**src/rtl/parity_rx.sv**
```systemverilog
// -----------------------------------------------------------------------------
// parity_rx
//
// Serial frame receiver with parity and stop-bit checking. A frame is a start
// bit (0), DATA_W data bits sent LSB first, one parity bit and one stop bit (1).
// The line is only looked at on clock edges where the sample strobe bit_en is
// high, so the bit rate is set entirely by how often bit_en is pulsed. On the
// edge that samples the stop bit the received word and both error flags are
// published and valid pulses for one clock.
//
// Parameters
//   DATA_W      data bits per frame (1..16)
//   PARITY_ODD  0 = even parity, 1 = odd parity
//
// Ports
//   clk         clock; all state changes on its rising edge
//   rst         asynchronous, active-high reset
//   bit_en      sample strobe; rx_bit is only taken on edges where it is 1
//   rx_bit      serial line (idles at 1)
//   data        last received data word
//   valid       one-clock pulse marking a completed frame
//   parity_err  parity mismatch flag for the last frame
//   frame_err   stop bit of the last frame was 0
//   busy        receiver is inside a frame (FSM not in IDLE)
// -----------------------------------------------------------------------------
module parity_rx #(
    parameter int DATA_W     = 8,
    parameter int PARITY_ODD = 0
) (
    input  logic              clk,
    input  logic              rst,
    input  logic              bit_en,
    input  logic              rx_bit,
    output logic [DATA_W-1:0] data,
    output logic              valid,
    output logic              parity_err,
    output logic              frame_err,
    output logic              busy
);

    // Bit counter wide enough to index every data bit; keep at least one bit
    // so a single-bit frame still has a legal counter.
    localparam int               CNT_W    = (DATA_W > 1) ? $clog2(DATA_W) : 1;
    localparam logic [CNT_W-1:0] LAST_BIT = CNT_W'(DATA_W - 1);
    localparam logic             ODD      = (PARITY_ODD != 0);

    typedef enum logic [1:0] {
        IDLE,
        DATA,
        PARITY,
        STOP
    } state_t;

    state_t             state;
    state_t             state_nxt;
    logic [CNT_W-1:0]   count;
    logic [DATA_W-1:0]  shift_reg;
    logic               run_par;
    logic               mismatch;

    // -------------------------------------------------------------------------
    // State register
    // -------------------------------------------------------------------------
    // NOTE: every clocked assignment uses <= so all registers update together
    // from values sampled before the edge, regardless of statement order.
    always_ff @(posedge clk or posedge rst) begin
        if (rst) begin
            state <= IDLE;
        end else begin
            state <= state_nxt;
        end
    end

    // -------------------------------------------------------------------------
    // Next-state logic: the FSM only moves on strobed edges.
    // -------------------------------------------------------------------------
    // NOTE: state_nxt is given a value before any branch so no path leaves it
    // unassigned, which would otherwise infer a latch.
    always_comb begin
        state_nxt = state;
        if (bit_en) begin
            case (state)
                IDLE: begin
                    if (!rx_bit) begin
                        state_nxt = DATA;
                    end
                end
                DATA: begin
                    if (count == LAST_BIT) begin
                        state_nxt = PARITY;
                    end
                end
                PARITY:  state_nxt = STOP;
                STOP:    state_nxt = IDLE;
                default: state_nxt = IDLE;
            endcase
        end
    end

    // -------------------------------------------------------------------------
    // Datapath: bit capture, running parity and frame results.
    // valid is cleared on every edge so it stays a single-clock pulse no matter
    // how widely the strobes are spaced; everything else holds between strobes.
    // -------------------------------------------------------------------------
    always_ff @(posedge clk or posedge rst) begin
        if (rst) begin
            count      <= '0;
            shift_reg  <= '0;
            run_par    <= 1'b0;
            mismatch   <= 1'b0;
            data       <= '0;
            valid      <= 1'b0;
            parity_err <= 1'b0;
            frame_err  <= 1'b0;
        end else begin
            valid <= 1'b0;
            if (bit_en) begin
                case (state)
                    IDLE: begin
                        if (!rx_bit) begin
                            count     <= '0;
                            shift_reg <= '0;
                            run_par   <= 1'b0;
                        end
                    end
                    DATA: begin
                        shift_reg[count] <= rx_bit;
                        run_par          <= run_par ^ rx_bit;
                        count            <= count + 1'b1;
                    end
                    PARITY: begin
                        // Data ones plus the parity bit must be even (or odd
                        // in odd mode); a 1 here flags a violation.
                        mismatch <= run_par ^ rx_bit ^ ODD;
                    end
                    STOP: begin
                        data       <= shift_reg;
                        parity_err <= mismatch;
                        frame_err  <= ~rx_bit;
                        valid      <= 1'b1;
                    end
                    default: begin
                    end
                endcase
            end
        end
    end

    assign busy = (state != IDLE);

endmodule

```
**config.mk**
```make
export PLATFORM = sky130hd
export DESIGN_NAME = parity_rx
export DESIGN_NICKNAME = d
export VERILOG_FILES = /design/src/rtl/parity_rx.sv
export SDC_FILE = /design/constraint.sdc
export NUM_CORES = 1
export LEC_CHECK = 0
export CORE_MARGIN = 1.5
export CORE_UTILIZATION = 33
export CTS_CLUSTER_SIZE = 8
export DETAILED_ROUTE_END_ITERATION = 12
export GPL_TIMING_DRIVEN = 0
export MAX_ROUTING_LAYER = met4
export SLEW_MARGIN = 20
export SYNTH_ARGS = -nofsm -noshare
export SYNTH_HDL_FRONTEND = slang
export SYNTH_SLANG_ARGS = --single-unit
```
**constraint.sdc**
```tcl
create_clock -name clk -period 2.6 [get_ports clk]
set_input_delay 0.52 -clock clk [delete_from_list [all_inputs] [get_ports clk]]
set_output_delay 0.52 -clock clk [all_outputs]
set_load 0.03 [all_outputs]
```
Word-level counts from Yosys, hierarchy flattened
Cells that the tools add are included.
{ "totals": {"ff_bits": 26, "input_bits": 4, "out_inout_bits": 12, "elab_cells": 42} }
{ "op_classes": {"addsub": 1, "order_cmp": 2, "n_eq_ne": 6, "muxes": 14, "bitwise_logic": 2, "reduce_logical": 8} }
{ "ops": {"columns": ["operator", "n"], "rows": [
  ["$pmux 8 s2", 1],
  ["$bwmux 8", 1],
  ["$mux 8", 1],
  ["$pmux 2 s4", 1],
  ["$pmux 3 s2", 1],
  ["$reduce_and 3->1", 2],
  ["$eq 2x2->1 const B", 2],
  ["$lt 3x4->1 const B", 1],
  ["$mux 1", 4],
  ["$mux 2", 2],
  ["$ne 2x2->1 const B", 2],
  ["$reduce_and 2->1", 2],
  ["$reduce_bool 2->1", 2],
  ["$add 3x1->3 const B", 1],
  ["$demux 1 s3", 1],
  ["$eq 3x3->1 const B", 1],
  ["$ge 3x1->1 const B", 1],
  ["$mux 3", 1],
  ["$eq 2x1->1 const B", 1],
  ["$logic_not 2->1", 1],
  ["$pmux 1 s2", 1],
  ["$logic_and 1x1->1", 1],
  ["$not 1->1", 1],
  ["$xor 1x1->1", 1]
]} }

Logic depth before layout (Yosys ltp)
{ "logic_depth": {"word_depth": 6, "ltp_mapped": 7, "ltp_nobuf": 5} }

Worst setup path after synthesis
Ideal clock, no wire load.
{ "synth_timing": {"path_kind": "flip-flop to flip-flop", "from": "reg state[0]", "to": "reg shift_reg[1]", "setup_ns": 0.124, "t_arrival_ns": 1.367, "t_required_ns": 2.476, "setup_slack_ns": 1.109, "path_stages_with_launch": 8, "n_path_buf": 2, "synth_period_minus_slack_ns": 1.491, "path_cell_list": "dfrtp_1 inv_1 ha_1 buf_6 nor2b_4 o21ai_2 buf_6 a211o_1"} }
{ "synth_between": {"elab_chain_cells": 3, "elab_cells_between_ends": 6, "cone_classes": "eq/ne (2); mux (1); reduce/logical (3)"} }
{ "synth_rtl": {"columns": ["item", "line_no", "rtl"], "rows": [
  ["start: declaration", "54", "state_t state;"],
  ["start signal: assignment", "70", "state <= state_nxt;"],
  ["$eq 2x1->1 or $logic_not 2->1 (tied branches)", "118", "case (state)"],
  ["$reduce_bool 2->1 (no source line) or $ne 2x2->1 (tied branches)", null, null],
  ["$reduce_and 3->1 (no source line)", null, null],
  ["end signal: indexed assignment", "127", "shift_reg[count] <= rx_bit;"],
  ["end: declaration", "57", "logic [DATA_W-1:0] shift_reg;"]
]} }
Several ways; a longest one is shown, not always the timed one.
A chain may end at the register's enable or synchronous reset.

Final worst setup path
{ "layout_timing": {"from": "reg state[0]", "to": "out busy"} }
{ "layout_between": {"elab_chain_cells": 1} }
{ "layout_rtl": {"columns": ["item", "line_no", "rtl"], "rows": [
  ["$reduce_bool 2->1", "149", "assign busy = (state != IDLE);"],
  ["end: declaration", "38", "output logic busy"]
]} }
Every way passes these cells.

==> implementation parameters <==
Parameter                              Value

Run status
  Status ... completed

CTS
  Clock latency on the worst-skew pair ... 270 ps
  Total of cells resized after clock tree synthesis ... 0
  Buffer type at the clock tree root ... clkbuf_8
  Clock buffers created by TritonCTS ... 3
  Reg clk slew, reported paths ... 90 ps
  Worst-case clock buffer depth ... 2
  Level count of the clock H-tree ... 1
  Buffers inserted by post-CTS timing repair ... 0
  Clk sinks ... 26
  Hold-fix buffer count after cts ... 0
  Clock tree from TritonCTS ... yes

Pwr
  PD cells ... 1200 mW/mm²
  Static leakage ... 0.000799 µW
  Maximum resistive drop on vdd ... 0.456 mV

Yosys
  Async set-reset flop share out of synthesis ... 100%
  Syn_area_per_cell ... 11.5 µm²
  Number of warning messages in the yosys log ... 0
  Net count after synthesis ... 133
  Seq cells post-synth ... 26
  Synthesized netlist cell count ... 122
  Count of distinct cell types in the synthesized netlist ... 35
  Area of the mapped netlist ... 0.00140 mm²
  Synth top area cells ... dfrtp_1 47%, mux2_2 8.1%, ha_1 6.3%, a211o_1 4.4%, buf_6 4.0%
  Fraction of the yosys area taken by sequential cells ... 46.6%
  EDFF count, synth ... 0
  Dominant register cell in the synthesized netlist ... dfrtp_1
  Cell type with the largest total area after synthesis ... dfrtp_1
  Area share of the largest cell type after synthesis ... 46.6%

Timing
  Worst slew pin tran ... 950 ps
  Highest achievable clock rate ... 421 MHz
  Final-report max-slew violation count ... 0
  Final setup viols ... 0
  Summed negative setup slack over all endpoints ... 0 ps
  Min Clock Period, post-route ... 2380 ps
  Ratio of final minimum period to clock period ... 91.5%
  Hold violation count in the final report ... 0
  Worst slew slack as a fraction of its limit ... 36.3%
  Unrepaired setup endpoints after global routing ... false
  Setup skew after layout ... between 4 and 5 ps

Layout
  Most frequent standard cell in the layout excluding fill and tap cells ... dfrtp_1
  Layout cells sized above 1 ... 22.3%
  Most frequent cells in the layout ... 26 x dfrtp_1, 13 x clkdlybuf4s50_1, 11 x nand2_1
  Relative area change from synthesis to final layout ... 17.7%
  Net count, final ... 151
  # diodes ... 0
  Total of fill cells in the finished design ... 403
  Post-route cell area ... 0.00165 mm²

Floorplan
  Horizontal die dimension ... slightly below 70 µm
  Number of cell rows ... 23
  Die Outline Area ... 0.00463 mm²
  Core Footprint ... between 0.004 and 0.005 mm²
  Starting density of the core ... 34.7%
  Vertical die dimension ... around 68 µm
  Top Ports ... 16

Setup path
  Crit Path Max Fanout ... 10
  Critical path data required time ... 2080 ps
  Classification of the worst setup path ... reg -> out
  Kind of cell adding the most delay to the critical path ... buffers and inverters
  Startpoint Class ... register
  Ordered cell list for the critical path ... inv_1 -> ha_1 -> buf_6 -> inv_1 -> clkdlybuf4s50_1
  Critical Path Sink Type ... output port
  Critical path data arrival time ... 1860 ps
  Number of buffers and inverters on the critical path ... 4
  CP max-delay cell ... clkdlybuf4s50_1
  Library cell appearing most often on the critical path ... inv_1
  Stage delay of the slowest cell on the critical path ... 660 ps

Detailed routing
  Number of iterations in the first detailed-routing pass ... 4
  Residual DRC ... 0
  WL per Instance ... between 10 and 15 µm
  Vias per cell ... 5.24
  Detailed Route WL ... 2.79 mm
  Total vias in the final route ... 990
  Initial drt markers ... 24
  Post-DRT Antenna Nets ... 0

Global routing
  Antenna violations before repair ... 0
  Total global routing overflow ... 0
  Total track usage ... 14.2%
  First-pass GRT wire length ... between 4 and 5 mm
  Via count of the first global-routing pass ... 1,003
  Maximum number of pins on one net before global-route repair ... 27

Hold path
  Class of the tightest hold or removal check ... in -> reg

Placement
  Port bufs ... 13
  Placed Instance Area ... 0.00159 mm²
  Post-detailed-placement half-perimeter wirelength ... 2.03 mm
  Weighted congestion at the end of routability-driven global placement ... 0.787

Flow run
  Max capacitance violation total ... 0
cell usage after synthesis, types with 2 or more instances:
cell type  instances
dfrtp_1           26
nand2_1           11
mux2_2            10
inv_1              8
a211o_1            7
ha_1               7
buf_6              5
nor4_1             4
a21oi_1            3
a31oi_1            3
buf_2              3
mux2i_1            3
o311a_1            3
a21o_2             2
nand2b_1           2
nand4b_1           2
nand4bb_1          2
nor2_1             2
nor3_1             2
o211a_1            2
power by group:
part,leakage (µW),internal [µW],switching [µW]
Clock,0.0000288,136,129
Combinational,0.000441,472,533
Sequential,0.000329,577,123
Total,0.000799,1180,786
stage by stage:
stage                     hold slack, ps  instances  util (%)  power, µW  worst slack (ps)
after floorplan                      475        122         -       1410              1110
after global placement               463        185      39.5       1680               575
after detailed placement             488        185      39.5       1720               531
after CTS                            444        189      40.8       2000               205
after global routing                 463        189      40.8       2110               135
final                                457        189      40.8       1970               222
final timing paths:
path	start	to	slack (ps)	cells after the start
worst max register to register	state[0]	shift_reg[0]	940	7
max in group asynchronous	rst	shift_reg[2]	1520	2
worst max-delay path	state[0]	busy	220	5
min in group asynchronous	rst	frame_err	640	2
worst min register to register	frame_err	frame_err	500	2
worst min-delay path	bit_en	run_par	460	2
cell families after synthesis:
logic type / Yosys count / synth area share, %
buffers and inverters: 18 / 8.06
flip-flops: 26 / 46.6
AO/OA/AOI/OAI: 24 / 14.0
AND/OR/NAND/NOR: 33 / 14.3
XOR/XNOR: 1 / 0.627
adder cells (fa/ha/maj): 7 / 6.27
multiplexers: 13 / 10.2
routing by layer:
layer  global-route usage (%)  part of all wire (%)  vias to the layer above
met5                        -                     0                        -
met4                     6.00                   1.4                        0
met3                     1.97                   1.6                        4
met2                     23.9                    50                        9
met1                     16.9                    47                      504
li1                         -                     -                      473
cell type report:
cell class              instances  area (µm²)  share of cell area, %
inverters                       9        33.8                   2.05
multi-input cells              78         634                   38.6
plain buffers                   9        78.8                   4.79
flip-flops and latches         26         651                   39.5
clock buffers                   4        55.1                   3.35
well taps                      50        62.6                   3.80
repair buffers                 13         130                   7.91
Note: power is estimated with default switching activity, not from simulation.
